$ cat config.mk
export PLATFORM = sky130hd
export DESIGN_NAME = semafor_param
export DESIGN_NICKNAME = d
export VERILOG_FILES = /design/src/rtl/semafor_param.sv
export SDC_FILE = /design/constraint.sdc
export NUM_CORES = 1
export LEC_CHECK = 0
export ABC_AREA = 0
export CAP_MARGIN = 25
export CORE_MARGIN = 4
export CORE_UTILIZATION = 50
export CTS_BUF_LIST = sky130_fd_sc_hd__clkbuf_8
export DETAILED_ROUTE_END_ITERATION = 10
export PLACE_DENSITY = 0.69
export SYNTH_ARGS = -nofsm -noshare
export SYNTH_HDL_FRONTEND = slang
export SYNTH_SLANG_ARGS = --single-unit
$ cat constraint.sdc
create_clock -name clk -period 6.5 [get_ports clk]
set_clock_uncertainty 0.15 [all_clocks]
set_input_delay 1.3 -clock clk [delete_from_list [all_inputs] [get_ports clk]]
set_output_delay 1.3 -clock clk [all_outputs]
set_load 0.02 [all_outputs]
$ cat src/rtl/semafor_param.sv
// semafor_param: car/pedestrian crossing controller with night flashing mode
module semafor_param #(
  parameter int T_VERDE_MIN   = 8,
  parameter int T_GALBEN      = 3,
  parameter int T_GARDA       = 2,
  parameter int T_PIETONI     = 6,
  parameter int T_CLIPIRE_TOT = 4,
  parameter int T_CLIPIRE     = 2,
  parameter int CNT_W         = 16
) (
  input  logic       clk,
  input  logic       rst_n,
  input  logic       buton_pietoni,
  input  logic       mod_noapte,
  output logic       masini_rosu,
  output logic       masini_galben,
  output logic       masini_verde,
  output logic       pietoni_verde,
  output logic       pietoni_rosu,
  output logic       cerere_activa,
  output logic [2:0] stare
);
  localparam logic [2:0] VERDE   = 3'd0;
  localparam logic [2:0] GALBEN  = 3'd1;
  localparam logic [2:0] GARDA1  = 3'd2;
  localparam logic [2:0] PIETONI = 3'd3;
  localparam logic [2:0] CLIPIRE = 3'd4;
  localparam logic [2:0] GARDA2  = 3'd5;
  localparam logic [2:0] NOAPTE  = 3'd6;

  logic [2:0]       stare_q, stare_d;
  logic [CNT_W-1:0] timer_q, timer_d, blk_cnt_q, blk_cnt_d;
  logic             cerere_q, cerere_d, blink_q, blink_d, buton_q, buton_d;
  logic             tz, entry, blink_st, rise, set_ok, clr;

  function automatic logic [CNT_W-1:0] dur(input logic [2:0] s);
    return s == VERDE   ? CNT_W'(T_VERDE_MIN - 1) :
           s == GALBEN  ? CNT_W'(T_GALBEN - 1) :
           s == PIETONI ? CNT_W'(T_PIETONI - 1) :
           s == CLIPIRE ? CNT_W'(T_CLIPIRE_TOT - 1) :
           (s == GARDA1 || s == GARDA2) ? CNT_W'(T_GARDA - 1) : '0;
  endfunction

  // state, timers, request latch, blink flag and button history
  always_ff @(posedge clk or negedge rst_n) begin
    if (!rst_n) begin
      stare_q   <= VERDE;
      timer_q   <= CNT_W'(T_VERDE_MIN - 1);
      blk_cnt_q <= CNT_W'(T_CLIPIRE - 1);
      cerere_q  <= 1'b0;
      blink_q   <= 1'b0;
      buton_q   <= 1'b0;
    end else begin
      stare_q   <= stare_d;
      timer_q   <= timer_d;
      blk_cnt_q <= blk_cnt_d;
      cerere_q  <= cerere_d;
      blink_q   <= blink_d;
      buton_q   <= buton_d;
    end
  end

  // next state: VERDE waits for min green plus night/request, NOAPTE waits for night to drop
  always_comb begin
    tz      = timer_q == '0;
    stare_d = stare_q;
    case (stare_q)
      VERDE:   if (tz) stare_d = mod_noapte ? NOAPTE : cerere_q ? GALBEN : VERDE;
      GALBEN:  if (tz) stare_d = GARDA1;
      GARDA1:  if (tz) stare_d = PIETONI;
      PIETONI: if (tz) stare_d = CLIPIRE;
      CLIPIRE: if (tz) stare_d = GARDA2;
      GARDA2:  if (tz) stare_d = VERDE;
      NOAPTE:  if (!mod_noapte) stare_d = GARDA2;
      default: stare_d = VERDE;
    endcase
  end

  // timers reload on state entry; request latch with clear-over-set; blink toggling
  always_comb begin
    entry     = stare_d != stare_q;
    timer_d   = entry ? dur(stare_d) : tz ? '0 : timer_q - 1'b1;
    blink_st  = stare_d == CLIPIRE || stare_d == NOAPTE;
    blink_d   = !blink_st ? 1'b0 : entry ? 1'b1 : blk_cnt_q == '0 ? ~blink_q : blink_q;
    blk_cnt_d = (!blink_st || entry || blk_cnt_q == '0) ? CNT_W'(T_CLIPIRE - 1) : blk_cnt_q - 1'b1;
    buton_d   = buton_pietoni;
    rise      = buton_pietoni & ~buton_q;
    set_ok    = stare_q == VERDE || stare_q == GALBEN || stare_q == GARDA1 || stare_q == GARDA2;
    clr       = entry && (stare_d == PIETONI || stare_d == NOAPTE);
    cerere_d  = clr ? 1'b0 : cerere_q | (rise & set_ok);
  end

  // lamps decoded from registered state and blink flag only
  always_comb begin
    masini_rosu   = stare_q == GARDA1 || stare_q == PIETONI || stare_q == CLIPIRE || stare_q == GARDA2;
    masini_galben = stare_q == GALBEN || (stare_q == NOAPTE && blink_q);
    masini_verde  = stare_q == VERDE;
    pietoni_verde = stare_q == PIETONI || (stare_q == CLIPIRE && blink_q);
    pietoni_rosu  = stare_q == VERDE || stare_q == GALBEN || stare_q == GARDA1 || stare_q == GARDA2;
    cerere_activa = cerere_q;
    stare         = stare_q;
  end
endmodule
==> results of run 1 <==
[cell type report]
class	count	area, sq um
Multi-Input combinational cell	167	1060
Timing Repair Buffer	13	123
Sequential cell	38	956
Tap cell	50	62.6
Clock inverter	3	68.8
Inverter	9	33.8
Clock buffer	5	68.8
Fill cell	369	1660
[logic make-up after synthesis]
logic type	count (synthesis)
and+or+nand+nor	100
AOI/OAI and AO/OA	41
DFF	38
xor gates and xnor gates	21
buffers and inverters	16
muxes	3
adders and majority gates	2
[power groups by stage]
stage	Combinational [W]	Clock, W	Sequential [W]
after global placement	0.000407	0	0.000447
final	0.000416	0.000238	0.000446
after detailed placement	0.000416	0	0.000450
after CTS	0.000421	0.000245	0.000445
after floorplan	0.000356	0	0.000427
after global routing	0.000472	0.000254	0.000466
[per-stage QoR]
stage / util / cells / hold slack [ns] / power (W) / area [sq um]
2_1_floorplan: - / 221 / 0.357 / 0.000783 / 2100
5_1_grt: 0.588 / 285 / 0.447 / 0.00119 / 2370
3_3_place_gp: 0.554 / 277 / 0.377 / 0.000854 / 2230
4_1_cts: 0.588 / 285 / 0.413 / 0.00111 / 2370
3_5_place_dp: 0.554 / 277 / 0.390 / 0.000866 / 2230
6_report: 0.588 / 285 / 0.409 / 0.00110 / 2370
[sequential cells by signal (all words and copies together), names as in the netlist]
register / flops
stare: 3
buton_q: 1
blink_q: 1
cerere_activa: 1
blk_cnt_q: 16
timer_q: 16
[worst max-delay path: stages (launching register included)]
cell and delay, ns:
sky130_fd_sc_hd__dfrtp_1 0.65, sky130_fd_sc_hd__nor2b_1 0.33, sky130_fd_sc_hd__nand2_1 0.12, sky130_fd_sc_hd__o21ai_0 0.15, sky130_fd_sc_hd__clkdlybuf4s50_1 0.62
[placed cells by master (no fill, tap or decap), types with 2 or more instances in the layout]
master,count
sky130_fd_sc_hd__dfrtp_1,34
sky130_fd_sc_hd__nor2_1,25
sky130_fd_sc_hd__nand2_1,23
sky130_fd_sc_hd__a21oi_1,14
sky130_fd_sc_hd__xnor2_1,13
sky130_fd_sc_hd__clkdlybuf4s50_1,11
sky130_fd_sc_hd__o21ai_0,10
sky130_fd_sc_hd__nor2_2,10
sky130_fd_sc_hd__inv_1,9
sky130_fd_sc_hd__xor2_1,8
sky130_fd_sc_hd__nor3_1,7
sky130_fd_sc_hd__or3_1,5
sky130_fd_sc_hd__clkbuf_8,5
sky130_fd_sc_hd__nor4_1,4
sky130_fd_sc_hd__or4_1,4
sky130_fd_sc_hd__dfstp_2,4
sky130_fd_sc_hd__nand4_1,3
sky130_fd_sc_hd__nor2b_1,3
sky130_fd_sc_hd__a31oi_1,3
sky130_fd_sc_hd__nor4_2,2
sky130_fd_sc_hd__nand2b_1,2
sky130_fd_sc_hd__mux2_2,2
sky130_fd_sc_hd__o31a_1,2
sky130_fd_sc_hd__or4_2,2
sky130_fd_sc_hd__or2_2,2
sky130_fd_sc_hd__o31ai_1,2
sky130_fd_sc_hd__ha_1,2
sky130_fd_sc_hd__bufinv_16,2
[metal layers]
layer,GRT usage,share of wire
met2,0.252,0.45
met4,0.0676,0.016
met3,0.0413,0.035
met1,0.226,0.50
met5,0,0
[final timing paths]
kind                                    start            end  cells past startpoint
max in group asynchronous               rst_n     timer_q[4]                      1
worst min register to register  blk_cnt_q[12]  blk_cnt_q[12]                      2
worst max register to register     timer_q[0]   blk_cnt_q[0]                      8
min in group asynchronous               rst_n  blk_cnt_q[11]                      1
worst max-delay path                 stare[2]  masini_galben                      4
worst min-delay path            blk_cnt_q[12]  blk_cnt_q[12]                      2
==> run_results.csv, run 1 <==
group,metric,value,unit
outcome,run_status,"completed",
yosys,simple_gate_area_share_of_the_yosys_netlist,0.267,
sta,timing.slew.headroom,0.456,
yosys,synth_register_bits,38,
drt,post_drt_via_cell_ratio,5.49,
global_routing,number_of_antenna_violations_at_the_first_check_in_global_routing,0,
power_and_ir_drop,power.combinational.fraction,0.378,
global_routing,globalRouteOverflowTotal,0,
clocking,cts-root-to-sink-buffers,2,
floorplan,initial_utilization,0.520,
yosys,yosys.cell_count.top_type,"sky130_fd_sc_hd__dfrtp_1",
global_routing,grt_usage,0.165,
floorplan,standard_cell_row_count,23,
clocking,clockRootBuffer,"sky130_fd_sc_hd__clkbuf_8",
yosys,async_flop_share,1.00,
critical_path,worst_setup_path_end_kind,"primary output",
final_layout,num-nets-final,240,
yosys,synth-seq-area-share,0.456,
critical_path,reg_to_reg_slack_setup,3.77,ns
power_and_ir_drop,p_int,0.000684,W
sta,fin_setup_tns,0,ns
yosys,synth_common_cells,"34 x sky130_fd_sc_hd__dfrtp_1, 25 x sky130_fd_sc_hd__nor2_1, 23 x sky130_fd_sc_hd__nand2_1",
floorplan,die_x,72.8,microns
final_layout,fraction_of_layout_instances_using_a_drive_strength_above_1,0.162,
power_and_ir_drop,clock_power_share,0.217,
final_layout,diodes_inserted,0,
sta,unrepaired_setup_endpoints_after_global_routing,"no",
yosys,syn_avg_cell_area,9.49,sq um
floorplan,ioPinCount,13,
power_and_ir_drop,p_per_area,464,mW/mm^2
floorplan,core_area,0.00403,sq mm
sta,finalWorstPathRequiredPeriod,3.60,ns
critical_path,cp_data_required_time,5.05,ns
drt,drt_pass_1_iters,4,
yosys,ys_warn_count,0,
sta,setup_violations,0,
yosys,synth_cell_types,49,
power_and_ir_drop,max-vdd-ir-drop,0.000246,V
placed_design,detailedPlacementHpwl,2600,microns
critical_path,timing_worst_setup_path_type,"flip-flop to primary output",
global_routing,grt_start_max_net_pins,39,
power_and_ir_drop,power.switching_fraction,0.378,
run,cap_violations,0,
critical_path,timing.critical_path.fanout_max,17,
drt,route.final.wire_length,3800,microns
yosys,edff_count_synth,0,
clocking,tritoncts.num_buffers,5,
drt,drc,0,
yosys,synthesis.instances,221,
clocking,cts-htree-levels,2,
critical_path,cp.arrival,2.15,ns
drt,first_iter_violations,94,
drt,routed_wirelength_normalized_by_instance_count,13.3,microns
yosys,post_synth_xor_area_fraction,0.0877,
clocking,cts_sinks,38,
global_routing,grt_pass1_wl,6800,microns
clocking,cts.hold.buffers_added,0,
yosys,synth.area.mux_share,0.0155,
floorplan,die_area,0.00529,sq mm
critical_path,startpoint_type,"flip-flop",
yosys,synthesized_netlist_net_count,227,
clocking,tritoncts,"done",
yosys,post_synth_main_area_contributors,"sky130_fd_sc_hd__dfrtp_1 41%, sky130_fd_sc_hd__xnor2_1 5.4%, sky130_fd_sc_hd__dfstp_2 5.0%",
power_and_ir_drop,p_leak,0.983,nW
sta,maxClockFrequency,0.278,GHz
sta,transition_time_at_the_pin_with_the_least_slew_margin,0.816,ns
yosys,netlist_area,0.00210,sq mm
drt,drtAntennaViolNets,0,
power_and_ir_drop,net_switching_power_of_the_design,0.000416,W
yosys,synth_compound_gate_area_share,0.121,
global_routing,grt_pass1_vias,1495,
placed_design,gp_congestion,0.823,
yosys,area_share_of_the_largest_cell_type_after_synthesis,0.406,
sta,hold_violations,0,
sta,finalCritPeriodShare,0.554,
clocking,post_cts_resized,0,
floorplan,die_h,72.8,microns
drt,routed-via-count,1566,
placed_design,preCtsSetupSlack,2.86,ns
min_path,hp-class,"flip-flop to flip-flop",
yosys,post_synth_top_flop,"sky130_fd_sc_hd__dfrtp_1",
clocking,path_clk_slew,0.08,ns
yosys,netlist.top_cell.by_area,"sky130_fd_sc_hd__dfrtp_1",
placed_design,number_of_input_and_output_port_buffers_inserted,12,
final_layout,layout_stage_area_growth_over_the_synthesis_result,12.9,%
yosys,synthAdderAreaFrac,0.0119,
sta,timing.final.max_slew_violations,0,
sta,finalWorstSetupSlack,2.90,ns
clocking,clk-insertion-delay-late,0.29,ns
power_and_ir_drop,power_frac_seq,0.405,
clocking,cts_setup_buffers,0,
yosys,largest_family_of_logic_cells_by_synthesized_area,"simple AND/OR/NAND/NOR gates",
(Power assumes the default switching activity.)
==> run 2, diff against run 1 <==
--- a/config.mk
+++ b/config.mk
@@ -11,7 +11,7 @@
 export CORE_UTILIZATION = 50
 export CTS_BUF_LIST = sky130_fd_sc_hd__clkbuf_8
 export DETAILED_ROUTE_END_ITERATION = 10
-export PLACE_DENSITY = 0.69
+export PLACE_DENSITY = 0.72
 export SYNTH_ARGS = -nofsm -noshare
 export SYNTH_HDL_FRONTEND = slang
 export SYNTH_SLANG_ARGS = --single-unit
==> constraint.sdc (replaced) <==
create_clock -name clk -period 3.3 [get_ports clk]
set_clock_uncertainty 0.15 [all_clocks]
set_input_delay 0.66 -clock clk [delete_from_list [all_inputs] [get_ports clk]]
set_output_delay 0.66 -clock clk [all_outputs]
set_load 0.02 [all_outputs]
==> run 2 against run 1 <==
  * Worst setup slack got worse by 2.6 ns
  * Sequential share of layout area rose by 0.61 points
  * Highest routed layer unchanged
  * Non-clock buffer count rose by 1
  * Critical endpoint is now pietoni_verde
  * Cell count rose by 0.35%
  * Largest cell class unchanged
==> run_results.csv, run 2 (synthesized netlist as in run 1, its figures left out) <==
group,metric,value,unit
outcome,run_status,"completed",
placed_design,number_of_input_and_output_port_buffers_inserted,12,
power_and_ir_drop,max-vdd-ir-drop,0.000405,V
critical_path,worstReg2RegEnd,"blk_cnt_q[2]",
clocking,clk-insertion-delay-late,0.29,ns
critical_path,timing.critical_path.fanout_max,17,
critical_path,crit-reg2reg-launch,"timer_q[0]",
clocking,tritoncts,"done",
final_layout,most-common-layout-cells,"34 x sky130_fd_sc_hd__dfrtp_1, 25 x sky130_fd_sc_hd__nor2_1, 23 x sky130_fd_sc_hd__nand2_1, 14 x sky130_fd_sc_hd__a21oi_1, 13 x sky130_fd_sc_hd__xnor2_1",
drt,first_iter_violations,60,
sta,finalWorstSetupSlack,0.323,ns
critical_path,reg_to_reg_slack_setup,0.60,ns
clocking,cts_setup_buffers,0,
drt,route.final.wire_length,3690,microns
sta,fin_setup_tns,0,ns
drt,routed_wirelength_normalized_by_instance_count,12.9,microns
clocking,cts.hold.buffers_added,0,
global_routing,grt_pass1_vias,1480,
critical_path,path_cells,"nor2b_1 -> nand2_1 -> o22ai_1 -> clkdlybuf4s50_1",
sta,maxClockFrequency,0.336,GHz
final_layout,layout.core_utilization,0.579,
drt,routed-via-count,1561,
critical_path,worst_path_max_delay_cell,"sky130_fd_sc_hd__dfrtp_1",
clocking,post_cts_resized,0,
final_layout,regArea,956,sq um
critical_path,timing.critical_path.depth,4,
floorplan,core_area,0.00403,sq mm
floorplan,die_x,72.8,microns
clocking,cts_sinks,38,
placed_design,gp_congestion,0.765,
clocking,cts-root-to-sink-buffers,2,
global_routing,grt_start_max_net_pins,39,
sta,transition_time_at_the_pin_with_the_least_slew_margin,0.829,ns
critical_path,worst_setup_path_end_kind,"primary output",
floorplan,die_area,0.00529,sq mm
final_layout,final_cell_area,0.00233,sq mm
sta,setup_violations,0,
global_routing,grt_pass1_wl,6630,microns
sta,hold_violations,0,
final_layout,multi_input_comb_area,0.00106,sq mm
final_layout,diodes_inserted,0,
placed_design,dpl_cell_area,0.00224,sq mm
global_routing,number_of_antenna_violations_at_the_first_check_in_global_routing,0,
drt,drtAntennaViolNets,0,
critical_path,worstSetupStartpoint,"stare[2]",
min_path,hp-class,"input port to asynchronous set/reset pin",
power_and_ir_drop,p_leak,0.967,nW
final_layout,leading_cell_type_in_the_layout_fill_and_taps_excluded,"sky130_fd_sc_hd__dfrtp_1",
power_and_ir_drop,p_per_area,865,mW/mm^2
final_layout,fraction_of_layout_instances_using_a_drive_strength_above_1,0.165,
clocking,cts-htree-levels,2,
floorplan,standard_cell_row_count,23,
clocking,path_clk_slew,0.07,ns
sta,unrepaired_setup_endpoints_after_global_routing,"no",
sta,finalCritPeriodShare,0.902,
critical_path,cp_data_required_time,2.49,ns
critical_path,maximum_cell_stage_delay_along_the_critical_path,0.67,ns
critical_path,cp.arrival,2.17,ns
clocking,clockRootBuffer,"sky130_fd_sc_hd__clkbuf_8",
final_layout,num-nets-final,241,
placed_design,preCtsSetupSlack,0.420,ns
critical_path,timing_worst_setup_path_type,"flip-flop to primary output",
final_layout,layout_stage_area_growth_over_the_synthesis_result,11.3,%
drt,drt_pass_1_iters,4,
drt,post_drt_via_cell_ratio,5.46,
critical_path,cp_num_buf_inv,1,
sta,finalWorstPathRequiredPeriod,2.98,ns
run,cap_violations,0,
critical_path,startpoint_type,"flip-flop",
floorplan,die_h,72.8,microns
final_layout,n_fill_cell,368,
drt,drc,0,
clocking,tritoncts.num_buffers,5,
critical_path,worstSetupEndpoint,"pietoni_verde",
critical_path,crit_family,"flip-flops",
sta,timing.slew.headroom,0.447,
placed_design,detailedPlacementHpwl,2580,microns
global_routing,globalRouteOverflowTotal,0,
floorplan,ioPinCount,13,
floorplan,initial_utilization,0.520,
global_routing,grt_usage,0.160,
sta,timing.final.max_slew_violations,0,
critical_path,r2r_cells,8,
run 2: changes by cell type in the layout (fill, tap and decap cells not counted), sizes merged:
cell      previous run  this run
buf                  2         3
clkbuf               5         6
clkinvlp             0         1
bufinv               2         0
run 2: layout make-up:
| class | count | share of cell area |
|---|---|---|
| multi-input cells | 167 | 0.453 |
| repair buffers | 14 | 0.0558 |
| inverters | 9 | 0.0145 |
| flip-flops and latches | 38 | 0.410 |
| clock inverters | 2 | 0.00536 |
| well taps | 50 | 0.0268 |
| clock buffers | 6 | 0.0354 |
run 2: worst reg2reg max path: cells and delay by family, from the launching register on:
kind,cells,cell delay (ns)
AOI/OAI and AO/OA,3,1.02
adders and majority gates,1,0.21
buffers and inverters,1,0.05
DFF,1,0.39
and+or+nand+nor,3,0.76
run 2: where the power goes:
| part | leakage (nW) | internal, W | total, W | switching, W |
|---|---|---|---|---|
| Clock | 0.0472 | 0.000168 | 0.000329 | 0.000161 |
| Combinational | 0.442 | 0.000381 | 0.000810 | 0.000429 |
| Sequential | 0.478 | 0.000664 | 0.000879 | 0.000216 |
run 2: worst min-delay path by stage:
stage | start | end | slack (ns) | depth (start not counted)
5_1_grt | rst_n | blk_cnt_q[8] | 0.38 | 1
2_1_floorplan | rst_n | blink_q | 0.21 | 0
4_1_cts | rst_n | buton_q | 0.34 | 1
3_5_place_dp | blk_cnt_q[14] | blk_cnt_q[14] | 0.39 | 2
3_3_place_gp | blk_cnt_q[0] | blk_cnt_q[0] | 0.38 | 2
6_report | rst_n | buton_q | 0.31 | 1
run 2: through the flow:
step                hold WS [ns]  instances  total power (W)
floorplan                  0.214        221          0.00154
global placement           0.380        278          0.00168
detailed placement         0.389        278          0.00170
CTS                        0.343        286          0.00204
global route               0.379        286          0.00220
finish                     0.311        286          0.00202
run 2: layer usage:
layer  vias up  wire [microns]  GRT usage
met5         -               0          0
met4         0              83     0.0799
met3         8             124     0.0289
met2        20            1680      0.245
met1       736            1800      0.216
li1        797               -          -
==> patch: new RTL, flow settings as in run 2 <==
Make the reset (`rst_n`) synchronous in one clocked block.
--- a/src/rtl/semafor_param.sv
+++ b/src/rtl/semafor_param.sv
@@ -43,5 +43,5 @@
 
   // state, timers, request latch, blink flag and button history
-  always_ff @(posedge clk or negedge rst_n) begin
+  always_ff @(posedge clk) begin
     if (!rst_n) begin
       stare_q   <= VERDE;
Behaviour: differs if rst_n is asserted again (counterexample within 4 cycles, from zero or initial values and one cycle with rst_n low); with rst_n held inactive, the same outputs for 10 cycles.
==> patch against run 2 <==
  * Worst setup slack better by 0.15 ns
  * Wire length is 0.24% lower
  * Final cell count is 1.7% lower
  * Fmax is 5.3% higher
  * Cell area is 5.7% lower
  * Sequential cell count stayed put
  * Area after synthesis is 6.7% lower
  * Global-route usage hardly changed
Power is not compared: it rests on default switching activity, and its combinational part moved more than twofold at a synthesized area within 25%.
==> patch: results (changes against run 2) <==
The total cell area at the placement stage came out at 0.00211 mm^2 (-5.8%). The peak fanout along the critical path is 16 (-1). The via count of the first global-routing pass was 1,455 (-1.7%). The tools report the worst hold margin as 0.354 ns (+0.0438 ns). The number of filler instances in the final layout is 332 (-9.8%), and the fraction of final layout cells sized beyond drive strength 1 is 14.2% (-2.4 points). The run gives 16.0% (about the same) as the global-route usage over all layers. The multiplexer area fraction after synthesis works out to 1.09% (-0.46 points).

In the synthesized netlist the dominant register cell turns out to be sky130_fd_sc_hd__dfxtp_1. For the wire length reported by the detailed router, the log shows 3.68 mm (-0.24%). The number of distinct library cell variants in the gate-level netlist after synthesis was 48 (-2.0%). Worst path arrival time: 2.02 ns (-0.15 ns). The largest individual stage delay along the critical path comes from the cell sky130_fd_sc_hd__clkdlybuf4s50_1. Sorting the synthesized cells by how often they occur yields sky130_fd_sc_hd__dfxtp_1 (38), sky130_fd_sc_hd__nor2_1 (22), sky130_fd_sc_hd__xor2_1 (19), sky130_fd_sc_hd__nand2_1 (18).

The area fraction in compound gates after synthesis is 9.97% (-2.1 points). The met1 wire length is 1.74 mm (-3.7%). The worst setup slack after placement was 0.458 ns (+0.0380 ns).

After synthesis, the cell types taking the most area are sky130_fd_sc_hd__dfxtp_1 (39%), sky130_fd_sc_hd__xor2_1 (8.5%), sky130_fd_sc_hd__nor3_2 (4.6%), sky130_fd_sc_hd__nor2_1 (4.2%), sky130_fd_sc_hd__xnor2_1 (3.6%). For the final net count, the log shows 238 (-1.2%). The routed length on met3 was 151 um (+22%); the pin count of the biggest net entering global routing was 23 (-41%). The maximum single-stage delay on the critical path was 0.63 ns (-0.04 ns).

The ratio of routed vias to standard cells is 5.58 (+2.3%), and the cell total after placement is 273 (-1.8%). The flow ran to the end, and the final reports show no timing, DRC or antenna violations. The total nets after synthesis came out at 225 (-0.88%). The parity-gate share of the synthesized area counting xor and xnor cells was 12.1% (+3.3 points); the async set or reset register ratio after synthesis was 0% (-100 points). The logs give 45.2% (+0.53 points) for the worst-case headroom to the max-slew limit and 0 ns (unchanged) for the final setup TNS. The half-perimeter wire length of the detailed placement result was 2.62 mm (+1.2%); the flop-to-flop setup slack was 0.69 ns (+0.09 ns). The buffer depth of the longest clock path was 2 (unchanged); the global placement routability congestion was 0.773 (+1.0%). Worst setup slack after layout: 0.474 ns (+0.151 ns). The first-pass GRT wire length came out at 6.53 mm (-1.6%). The gate count of the mapped netlist came out at 219 (-0.90%). The met2 routed wirelength is 1.73 mm (+2.9%), and the adder-cell share of the synthesized area is 1.28% (+0.085 points).

The path category of the worst min-delay check was flop to flop. The run gives 281 (-1.7%) as the post-layout instance count excluding filler cells.
[patch: cell types whose count changed in the layout (fill, tap and decap cells not counted), sizes merged, moves of 5 or more]
cell   change
xor2      +11
dfxtp     +38
nor2      -12
xnor2      -5
dfrtp     -34
nand2      -5
nor3      +11
a21oi      -6
[patch: layout make-up]
cell class              count  area, um^2  share of cell area, %
multi-input cells         165        1120                   50.9
flip-flops and latches     38         761                   34.6
inverters                   7        26.3                   1.19
clock buffers               6        82.6                   3.75
repair buffers             15         143                   6.48
clock inverters             2        8.76                  0.398
well taps                  48        60.1                   2.73
[patch: power groups by stage]
stage	logic [uW]	clock network, uW	registers [uW]
global placement	278	0	518
detailed placement	278	0	519
global route	309	348	512
CTS	280	331	508
floorplan	214	0	521
finish	278	324	509
[patch: path summary, 6_finish.rpt]
path / startpoint / end / cells past startpoint
hold reg to reg: timer_q[3]$_SDFF_PP0_ / timer_q[3]$_SDFF_PP0_ / 2
setup / recovery: stare[0]$_SDFF_PN0_ / pietoni_verde / 4
setup reg to reg: timer_q[0]$_SDFF_PN1_ / blk_cnt_q[4]$_SDFF_PP0_ / 7
hold / removal: timer_q[3]$_SDFF_PP0_ / timer_q[3]$_SDFF_PP0_ / 2
[patch: worst register-to-register path, stage by stage (launching register included)]
cell,delay [ns]
sky130_fd_sc_hd__dfxtp_1,0.34
sky130_fd_sc_hd__inv_1,0.07
sky130_fd_sc_hd__ha_1,0.17
sky130_fd_sc_hd__nor3b_2,0.28
sky130_fd_sc_hd__and4_1,0.44
sky130_fd_sc_hd__o22ai_1,0.19
sky130_fd_sc_hd__o21ai_2,0.69
sky130_fd_sc_hd__nor3_1,0.12
[patch: metal layers]
metal	global-route usage, %	up-vias
met4	6.89	0
li1	-	795
met3	3.55	6
met5	0	-
met2	26.3	27
met1	20.1	741
